### src/rtl/pipelined_cla_adder.sv
// Elastic carry-lookahead adder/subtractor, one 16-bit CLA slice per pipeline stage.
// Latency: WIDTH/16 cycles from input acceptance to out_valid, one beat per cycle.
// Backpressure: per-stage ready chain; bubbles collapse, in_ready drops only when every stage holds a beat.
module pipelined_cla_adder #(
    parameter int WIDTH = 32
) (
    input  logic             clk,
    input  logic             rst_n,
    input  logic             in_valid,
    output logic             in_ready,
    input  logic [WIDTH-1:0] A,
    input  logic [WIDTH-1:0] B,
    input  logic             in,
    input  logic             sub,
    output logic             out_valid,
    input  logic             out_ready,
    output logic [WIDTH-1:0] S,
    output logic             Cout,
    output logic             Gout,
    output logic             Pout,
    output logic             Ovf
);
    localparam int NSTAGE = WIDTH / 16;

    if ((WIDTH % 16) != 0 || WIDTH < 16) begin : g_bad_width
        $error("pipelined_cla_adder: WIDTH must be a positive multiple of 16");
    end

    typedef struct packed {
        logic [15:0] sum;
        logic        cout;
        logic        g;
        logic        p;
        logic        cmsb;
    } cla_t;

    // a/b keep the full word; each stage only reads its own slice
    typedef struct packed {
        logic             vld;
        logic             c;
        logic             g;
        logic             p;
        logic             cm;
        logic [WIDTH-1:0] s;
        logic [WIDTH-1:0] a;
        logic [WIDTH-1:0] b;
    } stage_t;

    function automatic cla_t cla16(input logic [15:0] a, input logic [15:0] b, input logic cin);
        logic [15:0] g, p, c;
        logic [3:0]  gg, pg;
        logic [4:0]  cg;
        cla_t        r;
        g = a & b;
        p = a ^ b;
        for (int j = 0; j < 4; j++) begin
            gg[j] = g[4*j+3] | (p[4*j+3] & g[4*j+2]) | (p[4*j+3] & p[4*j+2] & g[4*j+1])
                  | (p[4*j+3] & p[4*j+2] & p[4*j+1] & g[4*j]);
            pg[j] = &p[4*j +: 4];
        end
        cg[0] = cin;
        cg[1] = gg[0] | (pg[0] & cin);
        cg[2] = gg[1] | (pg[1] & gg[0]) | (pg[1] & pg[0] & cin);
        cg[3] = gg[2] | (pg[2] & gg[1]) | (pg[2] & pg[1] & gg[0]) | (pg[2] & pg[1] & pg[0] & cin);
        cg[4] = gg[3] | (pg[3] & gg[2]) | (pg[3] & pg[2] & gg[1]) | (pg[3] & pg[2] & pg[1] & gg[0])
              | (pg[3] & pg[2] & pg[1] & pg[0] & cin);
        for (int j = 0; j < 4; j++) begin
            c[4*j]   = cg[j];
            c[4*j+1] = g[4*j] | (p[4*j] & cg[j]);
            c[4*j+2] = g[4*j+1] | (p[4*j+1] & g[4*j]) | (p[4*j+1] & p[4*j] & cg[j]);
            c[4*j+3] = g[4*j+2] | (p[4*j+2] & g[4*j+1]) | (p[4*j+2] & p[4*j+1] & g[4*j])
                     | (p[4*j+2] & p[4*j+1] & p[4*j] & cg[j]);
        end
        r.sum  = p ^ c;
        r.cout = cg[4];
        r.g    = gg[3] | (pg[3] & gg[2]) | (pg[3] & pg[2] & gg[1]) | (pg[3] & pg[2] & pg[1] & gg[0]);
        r.p    = &pg;
        r.cmsb = c[15];
        return r;
    endfunction

    stage_t              st_q [NSTAGE];
    stage_t              tap  [NSTAGE];
    stage_t              nxt  [NSTAGE];
    cla_t                r;
    logic [NSTAGE-1:0]   rdy;
    logic                rdy_acc;

    always_comb begin
        // tap[k] is what stage k would load: the input beat or the previous stage
        tap[0]     = '0;
        tap[0].vld = in_valid;
        tap[0].c   = sub | in;
        tap[0].p   = 1'b1;
        tap[0].a   = A;
        tap[0].b   = sub ? ~B : B;
        for (int k = 1; k < NSTAGE; k++) begin
            tap[k] = st_q[k-1];
        end
        r = '0;
        for (int k = 0; k < NSTAGE; k++) begin
            r                    = cla16(tap[k].a[16*k +: 16], tap[k].b[16*k +: 16], tap[k].c);
            nxt[k]               = tap[k];
            nxt[k].s[16*k +: 16] = r.sum;
            nxt[k].c             = r.cout;
            nxt[k].g             = r.g | (r.p & tap[k].g);
            nxt[k].p             = r.p & tap[k].p;
            nxt[k].cm            = r.cmsb;
        end
    end

    always_comb begin
        rdy_acc = out_ready;
        rdy     = '0;
        for (int k = NSTAGE - 1; k >= 0; k--) begin
            rdy_acc = rdy_acc | ~st_q[k].vld;
            rdy[k]  = rdy_acc;
        end
    end

    always_ff @(posedge clk) begin
        if (!rst_n) begin
            for (int k = 0; k < NSTAGE; k++) begin
                st_q[k] <= '0;
            end
        end else begin
            for (int k = 0; k < NSTAGE; k++) begin
                if (rdy[k]) begin
                    if (tap[k].vld) begin
                        st_q[k] <= nxt[k];
                    end else begin
                        st_q[k].vld <= 1'b0;
                    end
                end
            end
        end
    end

    assign in_ready  = rst_n & rdy[0];
    assign out_valid = st_q[NSTAGE-1].vld;
    assign S         = st_q[NSTAGE-1].s;
    assign Cout      = st_q[NSTAGE-1].c;
    assign Gout      = st_q[NSTAGE-1].g;
    assign Pout      = st_q[NSTAGE-1].p;
    assign Ovf       = st_q[NSTAGE-1].cm ^ st_q[NSTAGE-1].c;

endmodule

### config.mk
export PLATFORM = sky130hd
export DESIGN_NAME = pipelined_cla_adder
export DESIGN_NICKNAME = d
export VERILOG_FILES = /design/src/rtl/pipelined_cla_adder.sv
export SDC_FILE = /design/constraint.sdc
export NUM_CORES = 1
export LEC_CHECK = 0
export ABC_AREA = 1
export ABC_CLOCK_PERIOD_IN_PS = 5350
export CAP_MARGIN = 20
export CORE_MARGIN = 10
export CORE_UTILIZATION = 45
export CTS_CLUSTER_DIAMETER = 50
export DETAILED_ROUTE_END_ITERATION = 6
export GPL_ROUTABILITY_DRIVEN = 0
export PLACE_DENSITY = 0.73
export SYNTH_ARGS = -nofsm -noshare
export SYNTH_HDL_FRONTEND = slang
export SYNTH_SLANG_ARGS = --single-unit
export TNS_END_PERCENT = 30
### constraint.sdc
create_clock -name clk -period 5.35 [get_ports clk]
set_clock_uncertainty 0.2 [all_clocks]
set_input_delay 1.605 -clock clk [delete_from_list [all_inputs] [get_ports clk]]
set_output_delay 1.605 -clock clk [all_outputs]
set_load 0.02 [all_outputs]
==> impl_metrics.env <==
export IMPL_syn_nets=679
export IMPL_end_kind="output pin"
export IMPL_die_h_um=130
export IMPL_yosys_warnings=0
export IMPL_maxCapViolCount=0
export IMPL_placeableCoreArea_um2=12000
export IMPL_fin_util_pct=56.4
export IMPL_antenna_found_initial=0
export IMPL_wl_per_cell_um=14.7
export IMPL_p_total_mw=2.06
export IMPL_largest_register_ffs=89
export IMPL_path_class="in -> out"
export IMPL_final_period_utilization_pct=91.6
export IMPL_postRouteAntennaNets=0
export IMPL_cts_hold_buf=0
export IMPL_start_kind="input pin"
export IMPL_nFillCells=1055
export IMPL_synth_compound_area_share_pct=4.50
export IMPL_synth_top_family_by_area="simple AND/OR/NAND/NOR gates"
export IMPL_die_w_um=130
export IMPL_drt_wl_total_um=11800
export IMPL_final_layout_size_suffix_gt1_share_pct=7.20
export IMPL_worstSkewPairLatency_ns=0.34
export IMPL_hold_viol_final=0
export IMPL_drtIter0Drc=183
export IMPL_drt_first_pass_iters=4
export IMPL_powerDensity_nw_per_um2=306
export IMPL_cp_startpoint="rst_n"
export IMPL_rsz0062_at_grt="false"
export IMPL_crit_family="buffers and inverters"
export IMPL_design_area_um2=6750
export IMPL_syn_instance_count=569
export IMPL_cp_slowest_stage_delay_ns=0.62
export IMPL_antenna_cells=0
export IMPL_r2r_start="st_q[0][25]$_SDFFCE_PP0P_"
export IMPL_synthAdderAreaFrac_pct=10.3
export IMPL_crit_chain="clkdlybuf4s50_1 > nand2_2 > inv_1 > clkdlybuf4s50_1"
export IMPL_portBuffers=107
export IMPL_leakage_nw=3.09
export IMPL_clockPowerShare_pct=30.6
export IMPL_switching_share_pct=29.0
export IMPL_post_cts_buffers=0
export IMPL_slowest_stage="clkdlybuf4s50_1"
export IMPL_internal_power_mw=1.46
export IMPL_top_regs="st_q: 89 flops"
export IMPL_cp_max_fo=5
export IMPL_cts_root_buf="clkbuf_16"
export IMPL_seq_power_share_pct=43.5
export IMPL_synthSimpleGateAreaFrac_pct=17.4
export IMPL_regMostFlops="st_q"
export IMPL_min_from="st_q[1][100]$_SDFFE_PP0P_"
export IMPL_num_rows=40
export IMPL_hold_ws_ns=0.291
export IMPL_fin_crit_ns=4.90
export IMPL_path_buf_inv=3
export IMPL_dpl_hpwl_um=8880
export IMPL_cts_resized=0
export IMPL_outcome="completed"
export IMPL_comb_power_share_pct=26.0
export IMPL_start_util_pct=45.6
export IMPL_grt_pass1_wl_um=19700
export IMPL_grt_usage_pct=14.7
export IMPL_slew_violations=0
export IMPL_drc=0
export IMPL_clock_sinks=89
export IMPL_ioPinCount=108
export IMPL_synth_area_um2=5460
export IMPL_grt_pass1_vias=4185
export IMPL_cts_tree="built"
export IMPL_area_growth_pct=23.8
export IMPL_cts_clk_slew_worst_paths_ns=0.06
export IMPL_setup_tns_ns=0
export IMPL_synth_mux_area_share_pct=0
export IMPL_overflow=0
export IMPL_fmax_ghz=0.204
export IMPL_placed_area_um2=6460
export IMPL_worst_pin_slew_ns=0.745
export IMPL_dieArea_um2=16900
export IMPL_final_nets=758
export IMPL_hp_class="reg -> reg"
export IMPL_cts_made_buffers=9
export IMPL_p_switching_uw=598
export IMPL_htree_levels=3
export IMPL_slew_headroom_pct=50.3
export IMPL_finalSetupViolCount=0
export IMPL_cts_max_path_buffers=2
export IMPL_via_per_inst=4.85
export IMPL_ir_drop_mv=0.193
export IMPL_vias=3879
export IMPL_worstPathArrival_ns=3.10
export IMPL_yosysUniqueCellTypes=36
export IMPL_worstPathRequired_ns=3.55
export IMPL_ys_seq_elements=89
export IMPL_grt_max_degree=73
export IMPL_synth_xor_xnor_area_share_pct=6.58
export IMPL_syn_avg_cell_area_um2=9.59
export IMPL_critPathMostFrequentCell="clkdlybuf4s50_1"
export IMPL_synth_seq_area_share_pct=48.8
[synthesized netlist by cell type (all sizes together)]
master / count / area, um^2
edfxtp: 88 / 2640
or2: 1 / 6.26
nand4: 2 / 12.5
o21ai: 5 / 25.0
clkbuf: 8 / 40.0
xor2: 18 / 158
fa: 8 / 160
and3: 3 / 18.8
nand3b: 1 / 7.51
nor2: 105 / 404
a21o: 1 / 7.51
o21a: 1 / 7.51
o21bai: 1 / 7.51
nand3: 16 / 113
dfxtp: 1 / 20.0
buf: 36 / 263
xnor2: 23 / 201
inv: 100 / 375
nand2: 83 / 362
a221oi: 4 / 35.0
ha: 32 / 400
nor3: 3 / 26.3
a21oi: 24 / 131
a31oi: 5 / 31.3
[kinds of logic (layout without fill, tap and decap cells)]
family	count (synthesis)	count (layout)
and+or+nand+nor	214	214
buffers and inverters	144	228
AOI/OAI and AO/OA	41	41
adders and majority gates	40	40
xor gates and xnor gates	41	41
DFF	89	89
[routing by layer]
metal | up-vias | GRT usage (%) | wire, um | share of wire [%]
met4 | 0 | 6.15 | 261 | 2.2
li1 | 1940 | - | - | -
met2 | 103 | 26.0 | 5930 | 50
met3 | 24 | 3.98 | 646 | 5.5
met5 | - | 0 | 0 | 0
met1 | 1812 | 16.3 | 4940 | 42
[tightest hold or removal path, cell delays in order, from the launching register on]
cell     delay [ns]
dfxtp_1        0.32
nand2_1        0.06
a21oi_1        0.05
[layout make-up]
type	count	area [um^2]	share of cell area (%)
flip-flops and latches	89	2660	39.4
inverters	100	375	5.56
clock buffers	9	225	3.34
multi-input cells	336	2130	31.6
repair buffers	112	1100	16.3
clock inverters	7	70.1	1.04
well taps	147	184	2.72
[cell usage in the layout (no fill, tap or decap), types with 4 or more instances in the layout]
cell,n
clkdlybuf4s50_1,106
nor2_1,103
inv_1,99
edfxtp_1,88
nand2_1,71
ha_1,32
xnor2_1,23
a21oi_1,21
xor2_1,18
nand3_1,11
clkbuf_16,9
fa_1,8
nand2_2,7
nand2_4,5
a31oi_1,5
buf_4,5
nand3_2,4
a221oi_1,4
[through the flow]
step                instances  setup WS, ns
floorplan                 569         0.965
global placement          784         0.434
detailed placement        784         0.432
CTS                       800         0.415
global route              800         0.361
finish                    800         0.448
[worst paths after layout]
| kind | end | depth (start not counted) | slack (ns) |
|---|---|---|---|
| setup / recovery | in_ready | 4 | 0.45 |
| hold / removal | st_q[1][100]$_SDFFE_PP0P_ | 2 | 0.29 |
| setup reg to reg | st_q[1][93]$_SDFFCE_PP0P_ | 10 | 2.85 |
| hold reg to reg | st_q[1][100]$_SDFFE_PP0P_ | 2 | 0.29 |
[power by group through the flow]
stage	clock [mW]	combinational, mW	sequential [mW]
finish	0.631	0.536	0.897
global route	0.675	0.603	0.905
CTS	0.644	0.541	0.898
detailed placement	0	0.537	0.912
global placement	0	0.515	0.910
floorplan	0	0.377	0.908
No activity file was read; power rests on OpenSTA's default activity.
